## config.mk

```make
export PLATFORM = sky130hd
export DESIGN_NAME = soric_bank_arbiter
export DESIGN_NICKNAME = d
export VERILOG_FILES = /design/src/rtl/soric_bank_arbiter.sv
export SDC_FILE = /design/constraint.sdc
export NUM_CORES = 1
export LEC_CHECK = 0
export CAP_MARGIN = 25
export CORE_AREA = 2 2 123 125
export DETAILED_ROUTE_END_ITERATION = 12
export DIE_AREA = 0 0 125 127
export GPL_TIMING_DRIVEN = 0
export HOLD_SLACK_MARGIN = 0.02
export SLEW_MARGIN = 20
export SYNTH_ARGS = -nofsm -noshare
export SYNTH_HDL_FRONTEND = slang
export SYNTH_SLANG_ARGS = --single-unit
```

## constraint.sdc

```tcl
create_clock -name clk -period 1.8 [get_ports clk]
set_clock_uncertainty 0.2 [all_clocks]
set_input_delay 0.18 -clock clk [delete_from_list [all_inputs] [get_ports clk]]
set_output_delay 0.18 -clock clk [all_outputs]
set_load 0.03 [all_outputs]
```

## src/rtl/soric_bank_arbiter.sv

```systemverilog
// Round-robin arbiter sharing one SoRIC bank among OBI-style masters.
// Define SORIC_ARB_HOST_PRIO_EN to give HOST_IDX absolute priority.
module soric_bank_arbiter #(
  parameter int MASTERS  = 4,
  parameter int ADDR_W   = 11,
  parameter int DATA_W   = 32,
  parameter int RD_LAT   = 1,
  parameter int HOST_IDX = 2
) (
  input  logic                       clk,
  input  logic                       reset_ni,
  input  logic [MASTERS-1:0]         master_req_i,
  input  logic [MASTERS*ADDR_W-1:0]  master_addr_i,
  input  logic [MASTERS-1:0]         master_we_i,
  input  logic [MASTERS*DATA_W/8-1:0] master_be_i,
  input  logic [MASTERS*DATA_W-1:0]  master_wdata_i,
  output logic [MASTERS-1:0]         master_gnt_o,
  output logic [MASTERS-1:0]         master_rvalid_o,
  output logic [DATA_W-1:0]          master_rdata_o,
  output logic                       slave_req_o,
  output logic [ADDR_W-1:0]          slave_addr_o,
  output logic                       slave_we_o,
  output logic [DATA_W/8-1:0]        slave_be_o,
  output logic [DATA_W-1:0]          slave_wdata_o,
  input  logic                       slave_gnt_i,
  input  logic [DATA_W-1:0]          slave_rdata_i
);

  localparam int BE_W  = DATA_W / 8;
  localparam int IDX_W = (MASTERS > 1) ? $clog2(MASTERS) : 1;

  if (HOST_IDX < 0 || HOST_IDX >= MASTERS) begin : g_bad_host
    $error("HOST_IDX out of range");
  end

  logic [IDX_W-1:0]   rr_ptr;
  logic [IDX_W-1:0]   win;
  logic               found;
  logic               host_win;
  logic               any_req;
  logic               accept;
  logic [MASTERS-1:0] win_oh;
  logic [MASTERS-1:0] pipe [RD_LAT];
  int                 k;

  // Scan from rr_ptr upward, wrapping at MASTERS.
  always_comb begin
    win   = '0;
    found = 1'b0;
    k     = 0;
    for (int i = 0; i < MASTERS; i++) begin
      k = int'(rr_ptr) + i;
      if (k >= MASTERS) k = k - MASTERS;
      if (!found && master_req_i[k]) begin
        found = 1'b1;
        win   = IDX_W'(k);
      end
    end
`ifdef SORIC_ARB_HOST_PRIO_EN
    host_win = master_req_i[HOST_IDX];
    if (host_win) win = IDX_W'(HOST_IDX);
`else
    host_win = 1'b0;
`endif
  end

  assign any_req = |master_req_i;
  assign accept  = reset_ni & any_req & slave_gnt_i;
  assign win_oh  = any_req ? (MASTERS'(1) << win) : '0;

  assign master_gnt_o  = accept ? win_oh : '0;
  assign slave_req_o   = reset_ni & any_req;
  assign slave_addr_o  = slave_req_o ? master_addr_i[win*ADDR_W +: ADDR_W] : '0;
  assign slave_we_o    = slave_req_o ? master_we_i[win] : 1'b0;
  assign slave_be_o    = slave_req_o ? master_be_i[win*BE_W +: BE_W] : '0;
  assign slave_wdata_o = slave_req_o ? master_wdata_i[win*DATA_W +: DATA_W] : '0;

  assign master_rvalid_o = reset_ni ? pipe[RD_LAT-1] : '0;
  assign master_rdata_o  = (|master_rvalid_o) ? slave_rdata_i : '0;

  always_ff @(posedge clk) begin
    if (!reset_ni) begin
      rr_ptr <= '0;
      for (int s = 0; s < RD_LAT; s++) pipe[s] <= '0;
    end else begin
      if (accept && !host_win)
        rr_ptr <= (win == IDX_W'(MASTERS - 1)) ? '0 : win + 1'b1;
      pipe[0] <= master_gnt_o;
      for (int s = 1; s < RD_LAT; s++) pipe[s] <= pipe[s-1];
    end
  end

endmodule

```

; ---- Word level (Yosys, flattened, before mapping)
; Memory sizes are Yosys's and may differ from the RTL's.
; Cells that the tools add are included.
[op_classes]
magnitude_cmp = 9
n_addsub = 8
bitwise_logic = 2
n_shift = 4
eq_ne = 1
multipliers = 1
div_mod_pow = 0
n_reduce_logical = 9
mux = 38
[ops]
columns = operator, count
row1 = $mux W32, 6
row2 = $lt A32 B4 Y1 const B, 4
row3 = $shiftx A128 B8 Y32, 1
row4 = $shiftx A44 B7 Y11, 1
row5 = $mux W4, 5
row6 = $mux W1, 16
row7 = $shiftx A16 B5 Y4, 1
row8 = $reduce_or A4 Y1, 3
row9 = $sub A3 B3 Y4 const B, 3
row10 = $mux W11, 1
row11 = $bmux W1 S2, 5
row12 = $mux W2, 5
row13 = $ge A3 B3 Y1 const B, 3
row14 = $add A2 B2 Y3 const B, 2
row15 = $mul A2 B4 Y6 const B, 1
row16 = $shl A1 B2 Y4 const A, 1
row17 = $sub A2 B3 Y4 const B, 1
row18 = $add A2 B1 Y3 const B, 1
row19 = $ge A2 B3 Y1 const B, 1
row20 = $logic_and A1 B1 Y1, 3
row21 = $logic_not A1 Y1, 3
row22 = $lt A2 B3 Y1 const B, 1
row23 = $add A2 B1 Y2 const B, 1
row24 = $and A1 B1 Y1, 2
row25 = $eq A2 B2 Y1 const B, 1
[word_totals]
reg_bits = 2
memories = 1
mem_bits_ro = 0
elab_cells = 74
out_inout_bits = 89
in_bits = 231
ram_bits = 4
latchBits = 0
[memory_table]
columns = memory, words, width, read_ports, rd_ports_with_merged_regs, wr, line_no
row1 = pipe, 1, 4, 1, 0, 1, 43  ; logic [MASTERS-1:0] pipe [RD_LAT];

; ---- Depth between registers and ports, before layout
; Gate-level depths: netlist of the first run.
[logic_depth]
word_depth = 19
ltp_mapped = 7
ltp_nobuf = 6

; ---- Worst setup path after synthesis of the first run
; OpenSTA, ideal clock, no wires.
[synth_timing]
path_kind = register to output
from = reg rr_ptr[0]
to = out master_gnt_o[2]
path_buffers = 1
setup_slack_ns = -0.403
path_stages_with_launch = 6
t_required_ns = 1.420
t_arrival_ns = 1.823
cell_sequence = dfxtp_1 > inv_1 > a21oi_1 > a2bb2oi_2 > buf_1 > nor3b_1
[synth_between]
elab_chain_len = 18
elab_cells_between_ends = 43
classes_between = add/sub: 7 / order compare: 4 / shift: 1 / mux: 25 / reduce/logical: 6
[synth_lines]
columns = element, line_no
row1 = start: declaration, 36  ; logic [IDX_W-1:0] rr_ptr;
row2 = start signal: assignment, 87  ; rr_ptr <= (win == IDX_W'(MASTERS - 1)) ? '0 : win + 1'b1;
row3 = branches (longest 14 deep; another with $sub A3 B3 Y4), --
row4 = $mux W2 (*), 54  ; if (!found && master_req_i[k]) begin
row5 = $shl A1 B2 Y4 (*), 69  ; assign win_oh = any_req ? (MASTERS'(1) << win) : '0;
row6 = $mux W4 (*), 69
row7 = $mux W4 (*), 71  ; assign master_gnt_o = accept ? win_oh : '0;
row8 = end: declaration, 17  ; output logic [MASTERS-1:0] master_gnt_o,
; Mark *: on every way between the ends. The select of a mux whose other input is x is not followed.

; ---- Final worst setup path of the first run
[layout_timing]
from = reg rr_ptr[0]
to = out slave_wdata_o[12]
[layout_between]
elab_chain_len = 17
elab_cells_between_ends = 42
classes_between = add/sub: 7 / order compare: 4 / shift: 1 / mux: 24 / reduce/logical: 6
[layout_lines]
columns = element, line_no
row1 = branches (longest 14 deep; another with $sub A3 B3 Y4), --
row2 = $mux W2 (*), 54
row3 = $shiftx A128 B8 Y32 (*), 76  ; assign slave_wdata_o = slave_req_o ? master_wdata_i[win*DATA_W +: DATA_W] : '0;
row4 = $mux W32 (*), 76
row5 = end: declaration, 24  ; output logic [DATA_W-1:0] slave_wdata_o,
; Marked as above.

==> metrics.md, run 1 <==
| Metric | Value |
|---|---|
| Post-Synthesis Net Count | ~470 |
| Class of the most critical setup path | flop to primary output |
| Inserted Diodes | 0 |
| Violated checks | setup timing |
| Antenna violations before repair | 0 |
| Port buffer count | approximately 320 |
| Crit path time final | 2.477 ns |
| Cells after synthesis | roughly 240 |
| Max-cap violations | 0 |
| Router iterations before antenna repair | 3 |
| Global-route congestion overflow total | 0 |
| Maximum number of pins on one net before global-route repair | 11 |
| FF+latch area | ~130 um^2 |
| Sink Count | 6 |
| Peak supply drop | about 410 uV |
| Highest clock frequency the design can meet | around 0.4 GHz |
| CTS tree | done |
| Vias in the first global route | around 4.1k |
| Hold path startpoint | reset_ni |
| Max-slew headroom at the worst pin | ~77% |
| Depth of the worst register-to-register path | 11 |
| Total Wirelength | about 15000 um |
| Bufs on Longest Clock Path | 2 |
| Critical Path AT | about 2.1 ns |
| Net switching power figure | ~1.9 mW |
| Kind of start point of the critical path | flop |
| DP Wirelength | between 10000 and 15000 um |
| CP Max Fanout | 5 |
| Count of pins over their slew limit | 0 |
| Multi-input gate area | between 0.003 and 0.004 mm^2 |
| Placer Congestion | 0.8125 |
| Startpoint of the worst-slack reg-to-reg timing path | rr_ptr[1]$_SDFFE_PN0P_ |
| Area overhead of the layout relative to synthesis | 299.8% |
| Result of the run | finished, violations left |
| Number of fill cells in the layout | 1173 |
| Final #Nets | ~870 |
| Setup Slack @ Placement | -1.408 ns |
| Clock network power share | between 7 and 8% |
| Register-to-register setup slack | -0.16 ns |
| Post-CTS Hold Buffers | 0 |
| Reg2reg end | rr_ptr[1]$_SDFFE_PN0P_ |
| Total of endpoints with negative setup slack in the final report | 89 |
| Clock transition time at the flip-flop clock pins of the worst setup and hold paths | ~0.03 ns |
| Area enclosed by the die boundary | about 0.016 mm^2 |
| Chip Height | roughly 130 um |
| Core utilization of the finished layout | between 50% and 60% |
| Actual transition at the worst max-transition pin | ~0.35 ns |
| Flops & latches, synth | 6 |
| Classification of the worst-slack hold path | input pin to flop |
| Sequential fraction of the synthesis area | around 5.7% |
| Power per cell area | about 560 mW/mm^2 |
| Syn Area/Cell | 8.702 um^2 |
| Worst setup path end | slave_wdata_o[12] |
| Share of power burned in combinational logic | 89.1% |
| Clock Root Buffer | clkbuf_16 |
| Die Width | between 100 and 150 um |
| P_int | approximately 2.8 mW |
| Later-pin clock latency in the skew report | roughly 0.22 ns |
| Core Box Area | between 0.01 and 0.015 mm^2 |
| Worst Slack Setup Final | -0.6772 ns |
| Clock buffers created by TritonCTS | 3 |
| Post-route cell area | 0.008419 mm^2 |
| DR DRC count | 0 |
| Overall via count from detail_route | 3655 |
| RSZ-0062 raised after global routing | true |
| Starting Density | approximately 15% |
| Layout cell share with drive strength beyond 1 | between 50% and 60% |
| Worst path required time | 1.42 ns |
| Wirelength per Cell | 18.59 um |
| Proportion of power drawn by flip-flops and latches | under 10% |
| Number of warnings printed during yosys synthesis | 0 |
| First-pass GRT wire length | between 20000 and 25000 um |
| Number of endpoints with negative hold slack in the final report | 0 |
| CTS H-tree depth | 1 |
| DRC marker count from the first detailed-route iteration | 77 |
| Routed via count divided by cell count | roughly 4.4 |
| Switch share | between 30% and 40% |
| Total standard cell area after synthesis | 0.002106 mm^2 |
| Library cells used by synthesis | 28 |
| Endpoint class of the critical path | primary output |
| Sum of internal, switching and leakage power | approximately 4.7 mW |
| Antenna viol nets, final | 0 |
| Global Route Usage Sum | 17.99% |
| Crit path from | rr_ptr[0]$_SDFFE_PN0P_ |
| # rows | 44 |
| Area of placed instances | ~0.0061 mm^2 |
| I/O pin count | 320 |
| Final period utilization | 137.6% |
| Static Leakage | 3.090 nW |
layer usage:
layer | share of wire [%] | GRT usage (%) | vias up
met1 | 32 | 17.36 | 1710
met2 | 59 | 38.17 | 198
met3 | 8.2 | 4.732 | 10
met5 | 0 | 0 | -
li1 | - | - | 1737
met4 | 1.3 | 2.810 | 0
power by group through the flow:
| stage | logic [mW] | clock network, mW | registers, mW |
|---|---|---|---|
| floorplan | 1.60 | 0 | 0.152 |
| global placement | 2.68 | 0 | 0.154 |
| detailed placement | 2.70 | 0 | 0.154 |
| CTS | 4.09 | 0.363 | 0.152 |
| global route | 4.36 | 0.369 | 0.154 |
| finish | 4.17 | 0.357 | 0.153 |
through the flow:
| step | setup TNS [ns] | hold slack (ns) | std cells |
|---|---|---|---|
| 6_report | -34.35 | 0.1749 | 822 |
| 5_1_grt | -41.47 | 0.2007 | 822 |
| 4_1_cts | -35.12 | 0.1786 | 818 |
| 3_5_place_dp | -101.23 | 0.3001 | 745 |
| 3_3_place_gp | -98.65 | 0.2974 | 745 |
| 2_1_floorplan | -6.195 | 0.1181 | 242 |
critical path, cell delays in order (launching register included):
cell	delay, ns
dfxtp_4	0.36
inv_4	0.05
a21oi_4	0.15
a2bb2oi_4	0.22
buf_6	0.14
buf_12	0.12
buf_12	0.12
buf_12	0.11
buf_4	0.12
mux2i_4	0.24
o22ai_4	0.09
buf_6	0.14
cells by family after synthesis:
family	count (synthesis)	share of synthesized area, %
compound gates	55	22.64
fa+ha+maj	1	0.5941
buf+inv	26	8.140
flops	6	5.704
mux	97	46.11
simple gates	57	16.82
state kept, by name (all words and copies together), names as in the netlist:
register and cells:
pipe 4, rr_ptr 2
how the worst min path moves through the flow:
stage	to	slack (ns)	cells after the start
finish	rr_ptr[0]$_SDFFE_PN0P_	0.17	3
global route	rr_ptr[0]$_SDFFE_PN0P_	0.20	3
CTS	rr_ptr[0]$_SDFFE_PN0P_	0.18	3
detailed placement	rr_ptr[1]$_SDFFE_PN0P_	0.30	2
global placement	rr_ptr[1]$_SDFFE_PN0P_	0.30	2
floorplan	rr_ptr[1]$_SDFFE_PN0P_	0.12	2
cells in the mapped netlist, drive strengths merged:
cell      n  area (um^2)
a21oi     4        20.02
a2bb2oi   1        15.01
and2      4        25.02
and3      2        12.51
buf      19        145.1
clkbuf    5        18.77
dfxtp     6        120.1
ha        1        12.51
inv       2        7.510
mux2i    97        970.9
nand2     6        25.03
nand2b    1        6.260
nand3     1        5.000
nand3b    1        7.510
nor2      3        11.26
nor2b    32        200.2
nor3      3        26.28
nor3b     3        22.52
nor4      1        12.51
o21ai     1        5.000
o22ai    48        425.4
o41a      1        11.26
final cells by class:
class	instances	area share, %
timing repair buffer	397	49.70
multi-input combinational	210	40.53
buffer	20	4.503
tap	184	2.734
sequential	6	1.531
clock buffer	3	0.8917
inverter	2	0.1189
cells in the final DEF (no fill, tap or decap), types with 3 or more instances in the layout:
| cell | instances |
|---|---|
| buf_12 | 21 |
| mux2i_1 | 19 |
| buf_16 | 7 |
| clkbuf_16 | 3 |
| nor2b_1 | 17 |
| nand2_1 | 3 |
| clkdlybuf4s15_2 | 4 |
| o22ai_2 | 7 |
| mux2i_4 | 68 |
| buf_4 | 47 |
| buf_8 | 11 |
| dfxtp_1 | 3 |
| nor2b_4 | 15 |
| o22ai_4 | 41 |
| buf_6 | 96 |
| mux2i_2 | 10 |
| clkdlybuf4s50_1 | 226 |
what timing repair did:
| action | in CTS | in global routing |
|---|---|---|
| endpoints found under the hold margin | 0 | 0 |
| buffers inserted | 61 | 13 |
| cloned | 9 | 0 |
| resized for setup | 833 | 82 |
| pin swaps | 21 | 38 |
| setup endpoints to repair | 93 | 88 |
No activity file was read; power rests on OpenSTA's default activity.
==> run 2, diff against run 1 <==
--- a/config.mk
+++ b/config.mk
@@ -5,7 +5,6 @@
 export SDC_FILE = /design/constraint.sdc
 export NUM_CORES = 1
 export LEC_CHECK = 0
-export CAP_MARGIN = 25
 export CORE_AREA = 2 2 123 125
 export DETAILED_ROUTE_END_ITERATION = 12
 export DIE_AREA = 0 0 125 127
==> results of run 2 <==
Same layout as run 1: the final DEF is identical, and so are final timing and power.
